==> src/rtl/cart_loader_if.sv <==
// Bundles the host download port, the DDR3 toggle-handshake write port and loader status for cart_loader.
interface cart_loader_if;
    logic        dl;
    logic        dl_wr;
    logic [24:0] dl_addr;
    logic [15:0] dl_data;
    logic        dl_wait;
    logic [24:0] wr_addr;
    logic [15:0] wr_data;
    logic        wr_req;
    logic        wr_ack;
    logic [24:0] rom_sz;
    logic [5:0]  quirks;
    logic        done;

    modport master (
        output dl, dl_wr, dl_addr, dl_data, wr_ack,
        input  dl_wait, wr_addr, wr_data, wr_req, rom_sz, quirks, done
    );

    modport slave (
        input  dl, dl_wr, dl_addr, dl_data, wr_ack,
        output dl_wait, wr_addr, wr_data, wr_req, rom_sz, quirks, done
    );
endinterface

==> src/rtl/cart_loader.sv <==
// Streams a host cartridge download into the DDR3 ROM store, tracks image size and detects per-title quirks.
// Optional macro CART_QUIRK_EN enables header serial capture and the quirk table; otherwise quirks is constant 0.
module cart_loader (
    input  logic         mclk,
    input  logic         reset_n,
    cart_loader_if.slave bus
);
    typedef enum logic [1:0] {IDLE, RECV, PEND, DRAIN} state_t;

    state_t      state;
    state_t      state_next;
    logic        dl_q;
    logic        dl_rise;
    logic        ack_match;
    logic        do_start;
    logic        do_write;
    logic        do_finish;
    logic [24:0] wr_addr;
    logic [15:0] wr_data;
    logic        wr_req;
    logic        dl_wait;
    logic        done;
    logic [24:0] rom_sz;
    logic [24:0] max_addr;
    logic        has_data;
    logic [15:0] data_swapped;

    // dl_q follows dl even in reset so a download still held high across reset never looks like a new start
    always_ff @(posedge mclk) begin
        dl_q <= bus.dl;
    end

    assign dl_rise      = bus.dl & ~dl_q;
    assign ack_match    = (wr_req == bus.wr_ack);
    assign data_swapped = {bus.dl_data[7:0], bus.dl_data[15:8]};

    always_ff @(posedge mclk) begin
        if (!reset_n) begin
            state <= IDLE;
        end else begin
            state <= state_next;
        end
    end

    always_comb begin
        state_next = state;
        do_start   = 1'b0;
        do_write   = 1'b0;
        do_finish  = 1'b0;
        case (state)
            IDLE: begin
                if (dl_rise) begin
                    do_start   = 1'b1;
                    state_next = RECV;
                end
            end
            RECV: begin
                if (bus.dl_wr) begin
                    do_write   = 1'b1;
                    state_next = PEND;
                end else if (!bus.dl) begin
                    do_finish  = 1'b1;
                    state_next = IDLE;
                end
            end
            PEND: begin
                if (ack_match) begin
                    state_next = RECV;
                end else if (!bus.dl) begin
                    state_next = DRAIN;
                end
            end
            DRAIN: begin
                if (ack_match) begin
                    do_finish  = 1'b1;
                    state_next = IDLE;
                end
            end
            default: state_next = IDLE;
        endcase
    end

    // Holding wr_req equal to wr_ack in reset guarantees no phantom write request on release
    always_ff @(posedge mclk) begin
        if (!reset_n) begin
            wr_addr  <= '0;
            wr_data  <= '0;
            wr_req   <= bus.wr_ack;
            dl_wait  <= 1'b0;
            done     <= 1'b0;
            rom_sz   <= '0;
            max_addr <= '0;
            has_data <= 1'b0;
        end else begin
            done    <= do_finish;
            dl_wait <= (state_next == PEND) || (state_next == DRAIN);
            if (do_start) begin
                max_addr <= '0;
                has_data <= 1'b0;
            end
            if (do_write) begin
                wr_addr  <= bus.dl_addr;
                wr_data  <= data_swapped;
                wr_req   <= ~wr_req;
                has_data <= 1'b1;
                if (!has_data || (bus.dl_addr > max_addr)) begin
                    max_addr <= bus.dl_addr;
                end
            end
            if (do_finish) begin
                rom_sz <= has_data ? (max_addr + 25'd2) : 25'd0;
            end
        end
    end

    assign bus.wr_addr = wr_addr;
    assign bus.wr_data = wr_data;
    assign bus.wr_req  = wr_req;
    assign bus.dl_wait = dl_wait;
    assign bus.done    = done;
    assign bus.rom_sz  = rom_sz;

`ifdef CART_QUIRK_EN
    logic [7:0]  ser_first;
    logic [47:0] ser_mid;
    logic [5:0]  quirks;

    // Result bit order is {fifo,eeprom,sram,noram,pier,ttn2}
    function automatic logic [5:0] serial_quirks(input logic [63:0] serial);
        serial_quirks = 6'b000000;
        case (serial)
            "T-081276", "T-81406 ", "T-081586", "T-81576 ", "T-81476 ":
                serial_quirks = 6'b001000;
            "MK-1215 ", "G-4060  ", "00001211", "MK-1228 ", "G-5538  ",
            "00004076", "T-12046 ", "T-12053 ", "G-4524  ":
                serial_quirks = 6'b010000;
            "T-113016": serial_quirks = 6'b000100;
            "T-89016 ": serial_quirks = 6'b100000;
            "T-574023", "T-574013": serial_quirks = 6'b000010;
            "TITAN002": serial_quirks = 6'b000001;
            default: serial_quirks = 6'b000000;
        endcase
    endfunction

    // The 8-char serial spans bytes 0x183..0x18A of the image, first char in the top byte
    always_ff @(posedge mclk) begin
        if (!reset_n) begin
            ser_first <= '0;
            ser_mid   <= '0;
            quirks    <= '0;
        end else if (do_start) begin
            ser_first <= '0;
            ser_mid   <= '0;
            quirks    <= '0;
        end else if (do_write) begin
            case (bus.dl_addr)
                25'h182: ser_first      <= bus.dl_data[15:8];
                25'h184: ser_mid[47:32] <= data_swapped;
                25'h186: ser_mid[31:16] <= data_swapped;
                25'h188: ser_mid[15:0]  <= data_swapped;
                25'h18A: quirks <= quirks | serial_quirks({ser_first, ser_mid, bus.dl_data[7:0]});
                default: ;
            endcase
        end
    end

    assign bus.quirks = quirks;
`else
    assign bus.quirks = 6'b000000;
`endif
endmodule

==> src/flat_wrapper.sv <==
// flat-port wrapper written by rule: the top's interface ports become plain ports
module cart_loader_flat 
  (mclk, reset_n, bus_dl, bus_dl_wr, bus_dl_addr, bus_dl_data, bus_wr_ack, bus_dl_wait, bus_wr_addr, bus_wr_data, bus_wr_req, bus_rom_sz, bus_quirks, bus_done);
  cart_loader_if bus_i ();
  input  logic mclk;
  input  logic reset_n;
  input wire logic [$bits(bus_i.dl)-1:0] bus_dl;
  input wire logic [$bits(bus_i.dl_wr)-1:0] bus_dl_wr;
  input wire logic [$bits(bus_i.dl_addr)-1:0] bus_dl_addr;
  input wire logic [$bits(bus_i.dl_data)-1:0] bus_dl_data;
  input wire logic [$bits(bus_i.wr_ack)-1:0] bus_wr_ack;
  output wire logic [$bits(bus_i.dl_wait)-1:0] bus_dl_wait;
  output wire logic [$bits(bus_i.wr_addr)-1:0] bus_wr_addr;
  output wire logic [$bits(bus_i.wr_data)-1:0] bus_wr_data;
  output wire logic [$bits(bus_i.wr_req)-1:0] bus_wr_req;
  output wire logic [$bits(bus_i.rom_sz)-1:0] bus_rom_sz;
  output wire logic [$bits(bus_i.quirks)-1:0] bus_quirks;
  output wire logic [$bits(bus_i.done)-1:0] bus_done;
  assign bus_i.dl = bus_dl;
  assign bus_i.dl_wr = bus_dl_wr;
  assign bus_i.dl_addr = bus_dl_addr;
  assign bus_i.dl_data = bus_dl_data;
  assign bus_i.wr_ack = bus_wr_ack;
  assign bus_dl_wait = bus_i.dl_wait;
  assign bus_wr_addr = bus_i.wr_addr;
  assign bus_wr_data = bus_i.wr_data;
  assign bus_wr_req = bus_i.wr_req;
  assign bus_rom_sz = bus_i.rom_sz;
  assign bus_quirks = bus_i.quirks;
  assign bus_done = bus_i.done;
  cart_loader u_core (.mclk(mclk), .reset_n(reset_n), .bus(bus_i));
endmodule
==> config.mk <==
export PLATFORM = sky130hd
export DESIGN_NAME = cart_loader_flat
export DESIGN_NICKNAME = d
export VERILOG_FILES = /design/src/rtl/cart_loader_if.sv /design/src/rtl/cart_loader.sv /design/src/flat_wrapper.sv
export SDC_FILE = /design/constraint.sdc
export NUM_CORES = 1
export LEC_CHECK = 0
export CAP_MARGIN = 20
export CORE_ASPECT_RATIO = 1.4
export CORE_MARGIN = 2
export CORE_UTILIZATION = 55
export DETAILED_ROUTE_END_ITERATION = 10
export DONT_BUFFER_PORTS = 1
export PLACE_DENSITY_LB_ADDON = 0.15
export SLEW_MARGIN = 5
export SYNTH_ARGS = -nofsm -noshare
export SYNTH_HDL_FRONTEND = slang
export SYNTH_SLANG_ARGS = --single-unit
==> constraint.sdc <==
create_clock -name mclk -period 5.55 [get_ports mclk]
set_input_delay 0.555 -clock mclk [delete_from_list [all_inputs] [get_ports mclk]]
set_output_delay 0.555 -clock mclk [all_outputs]
set_load 0.1 [all_outputs]
==> impl_metrics.yaml, run 1 <==
status:
  status: "completed"
pwr:
  powerDensity_nw_per_um2: 305
  peakVddDrop_uv: 225
  p_leak_nw: 1.88
clock_tree:
  clock-sinks: 98
  path_clk_slew_ps: 70
  cts_tree: "built"
  h-tree-depth: 3
  clockRootBuffer: "clkbuf_16"
  clk_latency_ps: 350
  cts-resized-gates: 0
  clk_path_buf_depth: 2
  cts_setup_buffers: 0
  hold_buffers: 0
  numCtsBuffers: 9
floorplanning:
  core_um2: 8510
  start_util: 0.562
  die_y_um: 114
  dieArea_um2: 9470
  rows: 40
  io_pins: 121
  die_w_um: 82.8
min_path:
  hold_class: "in -> reg"
timing:
  finalHoldViolations: 0
  rsz0062_at_grt: "false"
  drv_slew: 0
  whs_ps: 225
  finalSetupViolCount: 0
  finalCritPeriodShare: 0.512
  maxSlewHeadroom: 0.320
  finalCriticalPeriod_ps: 2840
  finalSetupTns_ps: 0
  skew_ps: 7.35
  clock.fmax_mhz: 352
  worstMarginPinSlew_ps: 1020
synth:
  yosys-top-cells-area: "dfxtp_1, nand2_1, ha_1, mux2i_1, a21boi_1"
  yosysWarnings: 0
  syn_area_um2: 4780
  ys_seq_area_frac: 0.412
  yosysUniqueCellTypes: 41
  synth_ff_type: "dfxtp_1"
  async_flop_share: 0
  synth_cells: 573
  synth_edf_count: 1
  ys_ff_latch: 98
  post-synth-top-area-cell: "dfxtp_1"
  avgSynthCellArea_um2: 8.35
  synth_top_area_share: 0.406
cells_and_area:
  stdcell_area_um2: 5040
  fin_nets: 625
  drive_gt1_frac: 0.0484
  syn_to_final_growth_pct: 5.47
  layout.cells.non_filler: 663
  n_antenna_cell: 0
setup_path:
  cp-start-kind: "flop"
  crit_type: "reg -> reg"
  crit_chain: "nor2b_1 -> nand2_2 -> o22ai_1 -> a211oi_1 -> a31o_1 -> buf_4 -> mux2i_1"
  crit_fanout: 46
  worst_setup_path_end_kind: "flop"
  cp_num_buf_inv: 1
  slowest_stage: "nand2_2"
  required_ps: 5820
  slowest_delay_ps: 670
  cpLargestDelayFamily: "simple AND/OR/NAND/NOR gates"
  cp.arrival_ps: 3110
placed_design:
  gp_congestion: 0.861
  hpwl_um: 7440
  place_area_um2: 4740
  placed_cells: 647
  io_buffers: 0
job:
  cap_violations: 0
route:
  ant_nets: 0
  vias: 3709
  routed_wl_um: 10600
  vias_per_cell: 5.59
  dr.first_iter.drc_count: 169
  wl_per_cell_um: 16.0
  dr.pass1.iters: 4
  drcViolationCount: 0
global_routing:
  grt_first_pass_wirelength_um: 17800
  grt_max_degree: 91
  track_usage: 0.232
  overflow: 0
  grt_pass1_vias: 3739
  antenna_found_initial: 0
[cells in the mapped netlist (all sizes together), types with 2 or more instances]
cell / instances
nor3: 6
and4: 4
inv: 25
xor2: 2
nand2b: 2
clkbuf: 23
nor2: 10
xnor2: 22
a21oi: 13
nor2b: 3
nand3: 20
a211oi: 3
ha: 26
o21ai: 23
a21boi: 50
buf: 14
and2: 9
nand4: 9
nor4: 3
a21o: 2
mux2i: 25
and3: 3
nand2: 170
dfxtp: 97
[area by class of cell]
type | instances | area (um^2)
fillers | 770 | 3460
multi-input cells | 418 | 2530
flip-flops and latches | 98 | 1970
clock buffers | 9 | 225
well taps | 105 | 131
inverters | 25 | 93.8
clock inverters | 7 | 78.8
repair buffers | 1 | 7.51
[cell usage in the layout (no fill, tap or decap), types with 11 or more instances in the layout]
master / synthesis / layout
mux2i_1: 25 / 25
ha_1: 26 / 26
a21oi_1: 13 / 13
nand2_1: 169 / 169
o21ai_1: 11 / 11
xnor2_1: 22 / 22
o21ai_0: 12 / 12
nand3_1: 20 / 20
a21boi_0: 22 / 22
dfxtp_1: 97 / 97
inv_1: 25 / 25
a21boi_1: 28 / 28
[flip-flops by register name (all words and copies together), names as in the netlist]
register / flops
u_core.bus.wr_req: 1
u_core.dl_q: 1
u_core.bus.dl_wait: 1
u_core.bus.wr_addr: 25
u_core.bus.rom_sz: 25
u_core.bus.done: 1
u_core.has_data: 1
u_core.max_addr: 25
u_core.bus.wr_data: 16
u_core.state: 2
[stage by stage]
| stage | utilization | power [mW] | setup slack, ps |
|---|---|---|---|
| global route | 0.593 | 1.59 | 2390 |
| floorplan | - | 0.913 | 3370 |
| detailed placement | 0.557 | 0.920 | 2620 |
| CTS | 0.593 | 1.55 | 2680 |
| finish | 0.593 | 1.54 | 2710 |
| global placement | 0.557 | 0.917 | 2640 |
[per-layer routing]
layer  part of all wire  wire length (um)  vias up  track usage
li1                   -                 -     1854            -
met1               0.41              4330     1737        0.261
met2               0.51              5440      101        0.411
met3              0.063               673       17       0.0699
met4              0.017               176        0       0.0918
met5                  0                 0        -            0
[worst paths after layout]
| path | startpoint | end | slack [ps] | cells after the start |
|---|---|---|---|---|
| worst max-delay path | u_core.state[1] | u_core.max_addr[21] | 2710 | 7 |
| worst min-delay path | bus_dl | u_core.dl_q | 230 | 0 |
| worst max register to register | u_core.state[1] | u_core.max_addr[21] | 2710 | 7 |
| worst min register to register | u_core.max_addr[14] | u_core.max_addr[14] | 480 | 2 |
[power by group]
part	total (mW)	internal, mW	switching, mW
Clock	0.636	0.352	0.284
Combinational	0.105	0.0379	0.0668
Sequential	0.798	0.718	0.0798
Total	1.54	1.11	0.430
[cells by family (layout without fill, tap and decap cells)]
family	Yosys count	after routing	synth area share
adder cells (fa/ha/maj)	26	26	0.0680
other	1	6	0.000784
flip-flops	98	98	0.412
AO/OA/AOI/OAI	97	97	0.134
XOR/XNOR	24	24	0.0440
multiplexers	25	25	0.0523
AND/OR/NAND/NOR	240	240	0.225
buffers and inverters	62	42	0.0631
(Power assumes the default switching activity.)
==> run 2, diff against run 1 <==
Settings changed: ABC_AREA from default to 1.
Clock period 5.55 ns to 2.9 ns, I/O delays scaled along.
==> impl_metrics.yaml, run 2 <==
synth:
  synthMostInstantiatedCell: "nand2_1"
  synth_ff_type: "dfxtp_1"
  synth_cells: 702
  yosysWarnings: 0
  syn_area_um2: 5020
  ys_top_cells_by_count: "nand2_1, dfxtp_1, a21oi_1"
  ys_seq_area_frac: 0.392
  yosys-top-cells-area: "dfxtp_1, nand2_1, a21oi_1, ha_1, inv_1"
  async_flop_share: 0
  synth_edf_count: 1
  yosysUniqueCellTypes: 42
  ys_ff_latch: 98
  synth_top_area_share: 0.386
  avgSynthCellArea_um2: 7.16
  post-synth-top-area-cell: "dfxtp_1"
clock_tree:
  numCtsBuffers: 9
  path_clk_slew_ps: 70
  clk_latency_ps: 350
  clk_path_buf_depth: 2
  cts-resized-gates: 0
  h-tree-depth: 3
  hold_buffers: 1
  cts_setup_buffers: 0
  clock-sinks: 98
  cts_tree: "built"
  clockRootBuffer: "clkbuf_16"
timing:
  finalCritPeriodShare: 0.831
  finalCriticalPeriod_ps: 2410
  rsz0062_at_grt: "false"
  finalSetupViolCount: 0
  maxSlewHeadroom: 0.336
  finalHoldViolations: 0
  worstMarginPinSlew_ps: 995
  clock.fmax_mhz: 415
  finalSetupTns_ps: 0
  skew_ps: 9.36
  drv_slew: 0
  whs_ps: 59.0
pwr:
  powerDensity_nw_per_um2: 564
  p_seq_frac: 0.530
  peakVddDrop_uv: 393
  p_int_mw: 2.09
  combPwrFrac: 0.100
  p_leak_nw: 2.35
  p_clk_frac: 0.370
  p_sw_frac: 0.311
  p_sw_mw: 0.945
cells_and_area:
  fin_nets: 772
  n_antenna_cell: 0
  stdcell_area_um2: 5390
  drive_gt1_frac: 0.0993
  syn_to_final_growth_pct: 7.25
  layout.cells.non_filler: 812
  reg_top3: "u_core.bus.rom_sz (25), u_core.bus.wr_addr (25), u_core.max_addr (25)"
  final_common_cell: "nand2_1"
  most-common-layout-cells: "nand2_1, dfxtp_1, a21oi_1, inv_1, nor2_1"
floorplanning:
  io_pins: 121
  dieArea_um2: 9930
  die_w_um: 84.8
  core_um2: 8930
  die_y_um: 117
  rows: 41
  start_util: 0.563
setup_path:
  cp-start-kind: "flop"
  cp-startpoint: "u_core.max_addr[14]"
  r2r_slack_ps: 490
  required_ps: 3200
  reg2reg_depth: 14
  endpoint: "u_core.max_addr[23]"
  r2r_end: "u_core.max_addr[23]"
  r2r-start: "u_core.max_addr[14]"
  worst_setup_path_end_kind: "flop"
  crit_type: "reg -> reg"
  cp.arrival_ps: 2720
  crit_fanout: 33
job:
  cap_violations: 0
global_routing:
  track_usage: 0.267
  grt_max_degree: 82
  grt_first_pass_wirelength_um: 20600
  overflow: 0
  grt_pass1_vias: 4228
  antenna_found_initial: 0
placed_design:
  gp_congestion: 0.918
  io_buffers: 0
  hpwl_um: 9660
  place_area_um2: 5100
  placed_cells: 795
route:
  ant_nets: 0
  routed_wl_um: 12900
  vias: 4479
  drcViolationCount: 0
  dr.pass1.iters: 5
  dr.first_iter.drc_count: 283
  wl_per_cell_um: 15.9
  vias_per_cell: 5.52
status:
  status: "completed"
min_path:
  hold_class: "in -> reg"
==> run 2: power by group through the flow <==
stage / Combinational (mW) / Sequential, mW / Clock [mW]
detailed placement: 0.300 / 1.64 / 0
finish: 0.304 / 1.61 / 1.12
floorplan: 0.253 / 1.64 / 0
CTS: 0.303 / 1.61 / 1.14
global route: 0.345 / 1.61 / 1.19
global placement: 0.292 / 1.64 / 0
==> run 2: cell families (layout without fill, tap and decap cells) <==
group,count (synthesis),in the layout,share of synthesized area
compound gates,142,142,0.147
flops,98,98,0.392
xor+xnor,3,3,0.00523
buf+inv,125,123,0.109
other cells,1,6,0.000746
simple gates,307,307,0.281
fa+ha+maj,26,26,0.0647
==> run 2: per-stage QoR <==
step	util	power, mW	setup WS, ps
floorplan	-	1.89	869
global placement	0.572	1.93	618
detailed placement	0.572	1.94	571
CTS	0.604	3.05	540
global route	0.604	3.15	301
finish	0.604	3.04	489
==> run 2: worst min-delay path by stage <==
stage,from,depth (start not counted),to
after floorplan,bus_dl,0,u_core.dl_q
after detailed placement,bus_dl,0,u_core.dl_q
after global placement,bus_dl,0,u_core.dl_q
after CTS,reset_n,2,u_core.max_addr[9]
final,reset_n,2,u_core.max_addr[9]
after global routing,reset_n,2,u_core.max_addr[9]
==> run 2: critical path, cell delays in order (launching register included) <==
cell and delay, ps:
dfxtp_1 510, inv_1 160, ha_1 320, nand2_1 70
nor2_1 130, nand4_1 100, nor2_1 120, nand2_1 60
nand3_1 60, nand2_1 100, nand2_4 290, nand2_2 210
nand2_1 120, nand2_1 50, inv_1 40
==> run 2: area by class of cell <==
type	count	area, um^2
multi-input combinational	484	2530
clock buffer	13	250
sequential	98	1970
inverter	90	340
timing repair buffer	17	143
tap	107	134
fill	887	3540
clock inverter	3	23.8
==> run 2: routing by layer <==
layer	wire length, um	global-route usage	share of wire
met5	0	0	0
met4	823	0.200	0.064
met3	720	0.0505	0.056
met2	6380	0.460	0.49
met1	5000	0.292	0.39
==> run 3, diff against run 2 <==
Clock period 2.9 ns to 2.17 ns, I/O delays scaled along.
==> impl_metrics.yaml, run 3 (synthesized netlist as in run 2, its figures left out) <==
status:
  status: "completed"
floorplanning:
  die_y_um: 117
  core_um2: 8930
  start_util: 0.563
  die_w_um: 84.8
  rows: 41
  io_pins: 121
  dieArea_um2: 9930
global_routing:
  grt_pass1_vias: 4687
  overflow: 0
  grt_max_degree: 58
  grt_first_pass_wirelength_um: 21700
  track_usage: 0.281
  antenna_found_initial: 0
clock_tree:
  path_clk_slew_ps: 70
  clk_path_buf_depth: 2
  cts_tree: "built"
  h-tree-depth: 3
  clk_latency_ps: 360
  numCtsBuffers: 9
  clockRootBuffer: "clkbuf_16"
  clock-sinks: 98
timing:
  drv_slew: 0
  finalSetupViolCount: 0
  finalCritPeriodShare: 0.988
  worstMarginPinSlew_ps: 778
  finalSetupTns_ps: 0
  clock.fmax_mhz: 466
  finalHoldViolations: 0
  skew_ps: 8.08
  maxSlewHeadroom: 0.480
  finalCriticalPeriod_ps: 2140
setup_path:
  reg2reg_depth: 14
  r2r_slack_ps: 30
  slowest_stage: "dfxtp_1"
  worst_setup_path_end_kind: "flop"
  r2r-start: "u_core.max_addr[15]"
  cpLargestDelayFamily: "simple AND/OR/NAND/NOR gates"
  r2r_end: "u_core.max_addr[15]"
  required_ps: 2420
  crit_fanout: 8
  cp_common_cell: "nand2_1"
  cp-start-kind: "flop"
  cp-startpoint: "u_core.max_addr[15]"
  crit_type: "reg -> reg"
  endpoint: "u_core.max_addr[15]"
  worst-path-stages: 14
  cp_num_buf_inv: 2
  cp.arrival_ps: 2390
  crit_chain: "inv_1 -> ha_1 -> nand2_1 -> nor2_2 -> nand4_1 -> nor2_1 -> nand2_1 -> nand3_1 -> nand2_2 -> nand2_4 -> buf_6 -> nand3_1 -> nand2_1 -> nor2_1"
  slowest_delay_ps: 360
route:
  vias: 4908
  dr.pass1.iters: 5
  drcViolationCount: 0
  wl_per_cell_um: 15.7
  vias_per_cell: 5.48
  routed_wl_um: 14100
  dr.first_iter.drc_count: 213
  ant_nets: 0
cells_and_area:
  most-common-layout-cells: "nand2_1, dfxtp_1, a21oi_1, buf_4, inv_1"
  final_common_cell: "nand2_1"
  syn_to_final_growth_pct: 22.7
  drive_gt1_frac: 0.208
  n_antenna_cell: 0
  reg_top3: "u_core.bus.rom_sz (25), u_core.bus.wr_addr (25), u_core.max_addr (25)"
  fin_nets: 856
job:
  cap_violations: 0
pwr:
  p_leak_nw: 2.84
  p_total_mw: 4.57
  peakVddDrop_uv: 759
  powerDensity_nw_per_um2: 741
min_path:
  hold_depth: 2
  hold_class: "in -> reg"
placed_design:
  io_buffers: 0
  hpwl_um: 10300
  gp_congestion: 0.938
-- run 3: cell types whose count changed in the layout (fill, tap and decap cells not counted), moves of 3 or more --
cell and change:
clkbuf_1 -3, buf_4 +78, dlygate4sd3_1 +4, bufinv_16 +3, nor2_2 +4, nor2_1 -4
-- run 3: repair_timing --
action	CTS	global route
endpoints found under the hold margin	22	0
gates resized for setup	0	12
hold buffers	5	0
setup buffers	0	2
endpoints found under the setup margin	0	25
-- run 3: layer usage --
layer  track usage  part of all wire
met1         0.296              0.37
met2         0.501              0.52
met3        0.0519             0.061
met4         0.204             0.057
met5             0                 0
-- run 3: worst min path at each step --
stage                                from                     to  slack, ps
after detailed placement           bus_dl            u_core.dl_q        250
after floorplan                    bus_dl            u_core.dl_q        240
final                     bus_dl_data[12]  u_core.bus.wr_data[4]          3
after global placement             bus_dl            u_core.dl_q        240
after CTS                 bus_dl_data[12]  u_core.bus.wr_data[4]          2
after global routing      bus_dl_data[15]  u_core.bus.wr_data[7]          8
-- run 3: worst reg2reg max path, cell delays in order, from the launching register on --
cell and delay [ps]:
dfxtp_1 360, inv_1 110, ha_1 310, nand2_1 90, nor2_2 150, nand4_1 100
nor2_1 110, nand2_1 60, nand3_1 100, nand2_2 100, nand2_4 140, buf_6 150
nand3_1 120, nand2_1 100, nor2_1 50
-- run 3: report_power, final --
part / internal, mW / switching, mW
logic: 0.194 / 0.572
clock network: 1.20 / 0.711
registers: 1.86 / 0.0367
-- run 3: through the flow --
| step | instance area (um^2) | hold WS [ps] | setup slack [ps] | instances | util |
|---|---|---|---|---|---|
| 3_3_place_gp | 5700 | 245 | 85.2 | 873 | 0.639 |
| 6_report | 6170 | 3.12 | 25.4 | 896 | 0.691 |
| 3_5_place_dp | 5700 | 245 | 62.2 | 873 | 0.639 |
| 4_1_cts | 6110 | 1.57 | 39.5 | 894 | 0.685 |
| 2_1_floorplan | 5040 | 245 | 139 | 707 | - |
| 5_1_grt | 6170 | 7.62 | -94.1 | 896 | 0.691 |
-- run 3: area by class of cell --
type | instances | area [um^2]
clock buffer | 10 | 250
fill | 782 | 2760
timing repair buffer | 101 | 800
sequential | 98 | 1970
inverter | 90 | 340
tap | 107 | 134
clock inverter | 6 | 109
multi-input combinational | 484 | 2560
